File: config.mk
export PLATFORM = sky130hd
export DESIGN_NAME = shreg_seq_ctrl
export DESIGN_NICKNAME = d
export VERILOG_FILES = /design/src/rtl/shreg_seq_ctrl.sv
export SDC_FILE = /design/constraint.sdc
export NUM_CORES = 1
export LEC_CHECK = 0
export ABC_AREA = 1
export CAP_MARGIN = 30
export CORE_UTILIZATION = 55
export CTS_CLUSTER_DIAMETER = 120
export DETAILED_ROUTE_END_ITERATION = 10
export DONT_BUFFER_PORTS = 1
export GPL_TIMING_DRIVEN = 0
export PLACE_DENSITY = 0.8
export RECOVER_POWER = 100
export REMOVE_ABC_BUFFERS = 1
export SETUP_SLACK_MARGIN = 0.4
export SYNTH_ARGS = -nofsm -noshare
export SYNTH_HDL_FRONTEND = slang
export SYNTH_SLANG_ARGS = --single-unit
File: constraint.sdc
create_clock -name clk -period 1.25 [get_ports clk]
set_input_delay 0.0625 -clock clk [delete_from_list [all_inputs] [get_ports clk]]
set_output_delay 0.0625 -clock clk [all_outputs]
set_load 0.03 [all_outputs]
File: src/rtl/shreg_seq_ctrl.sv
// Sequencer for a WIDTH-bit universal shift register (Pin/shr/out style).
// Accepts TX (parallel-in, serial-out LSB first) and RX (serial-in,
// parallel-out) commands over valid/ready, and returns a response word
// over valid/ready. The register has no hold mode, so the controller
// reloads it with its own output whenever it must keep its contents.
module shreg_seq_ctrl #(
   parameter int unsigned WIDTH = 4
) (
   input  logic             clk,
   input  logic             rst_n,
   input  logic             cmd_valid,
   output logic             cmd_ready,
   input  logic             cmd_mode,
   input  logic [WIDTH-1:0] cmd_data,
   input  logic             ser_in,
   output logic             ser_out,
   output logic             ser_strobe,
   output logic             rsp_valid,
   input  logic             rsp_ready,
   output logic [WIDTH-1:0] rsp_data,
   output logic             busy,
   output logic             sr_shr,
   output logic [WIDTH-1:0] sr_pin,
   input  logic [WIDTH-1:0] sr_out
);

   localparam int unsigned CW = $clog2(WIDTH + 1);

   typedef enum logic [1:0] {
      IDLE,
      LOAD,
      SHIFT,
      DONE
   } state_t;

   state_t           state;
   state_t           state_n;
   logic [CW-1:0]    cnt;
   logic             mode_q;
   logic [WIDTH-1:0] word_q;
   logic [WIDTH-1:0] rsp_q;
   logic             accept;
   logic             last_shift;

   assign cmd_ready  = rst_n && (state == IDLE);
   assign accept     = cmd_valid && cmd_ready;
   assign last_shift = (cnt == CW'(WIDTH - 1));
   assign busy       = (state != IDLE);
   assign rsp_valid  = (state == DONE);
   assign rsp_data   = rsp_q;
   assign ser_out    = sr_out[0];

   // State register with synchronous active-low reset
   always_ff @(posedge clk) begin
      if (!rst_n) begin
         state <= IDLE;
      end else begin
         state <= state_n;
      end
   end

   // Next-state decode: TX goes through LOAD, RX starts shifting at once
   always_comb begin
      state_n = state;
      case (state)
         IDLE:    if (accept) state_n = cmd_mode ? SHIFT : LOAD;
         LOAD:    state_n = SHIFT;
         SHIFT:   if (last_shift) state_n = DONE;
         DONE:    if (rsp_ready) state_n = IDLE;
         default: state_n = IDLE;
      endcase
   end

   // Command latch, shift counter and response word capture
   always_ff @(posedge clk) begin
      if (!rst_n) begin
         cnt    <= '0;
         mode_q <= 1'b0;
         word_q <= '0;
         rsp_q  <= '0;
      end else begin
         case (state)
            IDLE: begin
               if (accept) begin
                  mode_q <= cmd_mode;
                  word_q <= cmd_data;
                  rsp_q  <= '0;
                  cnt    <= '0;
               end
            end
            SHIFT: begin
               cnt <= cnt + CW'(1);
               if (!mode_q) begin
                  for (int unsigned i = 0; i < WIDTH; i++) begin
                     if (cnt == CW'(i)) rsp_q[i] <= sr_out[0];
                  end
               end else if (last_shift) begin
                  // The register takes this same value at this edge
                  rsp_q <= {ser_in, sr_out[WIDTH-1:1]};
               end
            end
            default: ;
         endcase
      end
   end

   // Register control: hold by self-reload, clear during reset
   always_comb begin
      sr_shr     = 1'b0;
      sr_pin     = sr_out;
      ser_strobe = 1'b0;
      if (!rst_n) begin
         sr_pin = '0;
      end else begin
         case (state)
            LOAD: sr_pin = word_q;
            SHIFT: begin
               sr_shr            = 1'b1;
               ser_strobe        = 1'b1;
               sr_pin            = '0;
               sr_pin[WIDTH-1]   = mode_q & ser_in;
            end
            default: ;
         endcase
      end
   end

endmodule
==> summary.txt <==
========================================================================================================
Initial antenna violation count                                                                        0
Routability Congestion                                                                             0.863
Detail-routed via count per cell                                                                    6.15
Total wire length after detailed routing                                                         3640 µm
Die Footprint                                                                                0.00190 mm²
Clock network latency to the later pin of the worst-skew pair                                     290 ps
Core ar.                                                                                     0.00156 mm²
Normalized max-slew margin                                                                         66.8%
Critical register-to-register path startpoint                                                   state[0]
Buffers added on ports                                                                                 0
Cts bufs inserted                                                                                      3
Violated checks                                                                             DRC, setup timing
Critical Path Source Type                                                                       register
Height of the die                                                                                43.6 µm
Worst voltage drop across the vdd grid                                                           1680 µV
Clock sink count                                                                                      14
Status                                                                                      finished, violations left
Global-route wire length before repair                                                           4840 µm
Pwr dens                                                                                     2130 mW/mm²
Highest metal layer with signal wires                                                               met4
Worst Hold Class                                                                            input pin to register
Maximum operating frequency                                                                    0.619 GHz
Total vias in the final route                                                                       1101
Sequential-to-total area share from yosys stat                                                     29.4%
Die extent in x                                                                                  43.6 µm
WL per Instance                                                                                  20.3 µm
Capture instance of the worst register-to-register path                                      rsp_data[0]
Ratio of cells with drive above 1 in the final layout                                              46.6%
Share of flip-flops with an asynchronous set or reset after synthesis                                 0%
Post-DP HPWL                                                                                     1410 µm
Overall fraction of global-route tracks in use                                                     34.8%
Required time of the critical path                                                               1190 ps
Final worst setup slack                                                                          -367 ps
Final net count                                                                                      188
I/O pin cnt                                                                                           28
GR Overflow Total                                                                                      0
Initial core utilization                                                                           61.2%
Pins Over Slew Limit                                                                                   0
WL met3                                                                                           273 µm
WL met1                                                                                          1320 µm
Cell area after technology mapping                                                               953 µm²
Average cell area after synthesis                                                               6.76 µm²
Clock root buffer master                                                                        clkbuf_4
Setup clock skew after layout                                                                    6.47 ps
Number of DRC violations after detailed routing                                                        3
Non-Filler Cell Area, Final                                                                  0.00146 mm²
Area delta synth->final                                                                            53.5%
Hold Startpoint                                                                                sr_out[0]
Reg-to-reg setup timing slack                                                                    -270 ps
Post-synth top area cell                                                                         dfxtp_1
Cells after Synth                                                                                    141
Most frequent cell after synthesis                                                               nand2_1
Placement-stage cell area                                                                        937 µm²
Fraction of post-synthesis cell area in the top cell type by area                                  29.4%
Max-capacitance violation count                                                                        0
Row Count                                                                                             14
Worst hold endpoint                                                                          rsp_data[1]
Drt first pass iters                                                                                   7
Post-CTS clock slew at the launch and capture registers of the worst setup and hold paths         100 ps
Number of hold violations in the final report                                                          0
Flops & latches, synth                                                                                14
Total negative slack                                                                            -4040 ps
Synth Flop Type                                                                                  dfxtp_1
Count of flip-flops with a built-in enable after synthesis                                             0
Top cells by area, synth                                                                    dfxtp_1 (29%), nand2_1 (18%), ha_1 (13%)
Setup repair after global routing missed its margin                                                 true
Wire length on met2                                                                              1820 µm
Crit path capture type                                                                        output pin
Final worst-path cycle share                                                                        129%
Worst reg2reg path depth                                                                              10
Number of diodes                                                                                       0
Commonest cells post-synth                                                                  nand2_1 (46), inv_1 (23), dfxtp_1 (14), nor2_1 (14), ha_1 (10)
Maximum fanout along the worst path                                                                    4
Data arrival time of the critical path                                                           1550 ps
Crit path time final                                                                             1620 ps
Cell depth of the worst min-delay path                                                                 4
Number of violations reported at the end of detailed-routing iteration 0                              61
TritonCTS clock tree                                                                                done
Clock tree buffer depth                                                                                2
Distinct cell type count of the synthesized netlist                                                   17
Startpoint-to-endpoint class of the critical path                                           register to output pin
Synth Warn #                                                                                           0
Via count of the first global-routing pass                                                          1027
Final count of negative-setup-slack endpoints                                                         21
Pin count of the biggest net entering global routing                                                  11
ANT nets after route                                                                                   0
H-tree levels                                                                                          1
Tightest Pin Transition                                                                           496 ps
Leakage power                                                                                   0.683 nW
========================================================================================================
==> routing by layer <==
metal | GRT usage, % | vias to the layer above
met5 | 0 | -
li1 | - | 481
met3 | 9.17 | 25
met1 | 38.0 | 515
met2 | 63.3 | 80
met4 | 13.1 | 0
==> critical path, cell delays in order (launching register included) <==
cell and delay [ps]:
dfxtp_4 370, inv_6 80, ha_4 180, nand2_4 70
inv_2 90, nand2_2 80, nand2_2 60, nand2_2 60
a21oi_4 270
==> worst max path at each step <==
stage | endpoint | slack [ps] | start
5_1_grt | sr_pin[3] | -400 | state[0]
3_5_place_dp | sr_pin[1] | -560 | state[0]
2_1_floorplan | sr_pin[1] | -430 | state[0]
4_1_cts | sr_pin[1] | -260 | state[1]
6_report | sr_pin[3] | -370 | state[0]
3_3_place_gp | sr_pin[1] | -540 | state[0]
==> through the flow <==
step                      worst slack [ps]  utilization [%]  power (W)  cells  hold slack [ps]
final                                 -367             93.9    0.00312    179             7.85
after global routing                  -400             93.9    0.00325    179             23.3
after CTS                             -261             82.9    0.00258    172            0.388
after detailed placement              -560             60.1    0.00169    153              125
after global placement                -544             60.1    0.00166    153              125
after floorplan                       -435                -    0.00154    137              125
==> cells by family (layout without fill, tap and decap cells) <==
group | after synthesis | after routing | synth area share [%]
adder cells (fa/ha/maj) | 10 | 10 | 13.1
flip-flops | 14 | 14 | 29.4
AO/OA/AOI/OAI | 16 | 16 | 9.45
buffers and inverters | 27 | 49 | 12.9
AND/OR/NAND/NOR | 74 | 74 | 35.2
==> flip-flops by register name, summed over array words and instances (netlist names) <==
register  count
word_q        4
mode_q        1
rsp_data      4
state         2
cnt           3
==> area by class of cell <==
type                            instances  area [µm²]
Tap cell                               16        20.0
Fill cell                              54        95.1
Sequential cell                        14         292
Timing Repair Buffer                   22         204
Inverter                               23         125
Clock buffer                            4        36.3
Multi-Input combinational cell        100         787
==> power breakdown <==
group / internal (W) / total (W) / switching [W]
Sequential: 0.000576 / 0.000766 / 0.000190
Combinational: 0.000785 / 0.00201 / 0.00122
Clock: 0.000178 / 0.000353 / 0.000176
Total: 0.00154 / 0.00312 / 0.00159
==> what timing repair did <==
| action | 4_1_cts | 5_1_grt |
|---|---|---|
| gates cloned | 0 | 0 |
| pin swaps | 13 | 15 |
| setup buffers | 9 | 7 |
| resized for setup | 54 | 36 |
| endpoints found under the hold margin | 14 | 0 |
| hold buffers | 6 | 0 |
| setup endpoints to repair | 27 | 23 |
==> cell usage in the layout, fill, tap and decap left out, types with 4 or more instances in the layout <==
cell type      instances
nand2_2               12
dfxtp_1                9
dlygate4sd3_1          6
nand2_4                8
nand2_1               28
o21ai_1                4
ha_1                   7
o21ai_2                5
inv_1                 14
nor2_1                14
nand3_2                4
buf_4                 12
(Power assumes the default switching activity.)
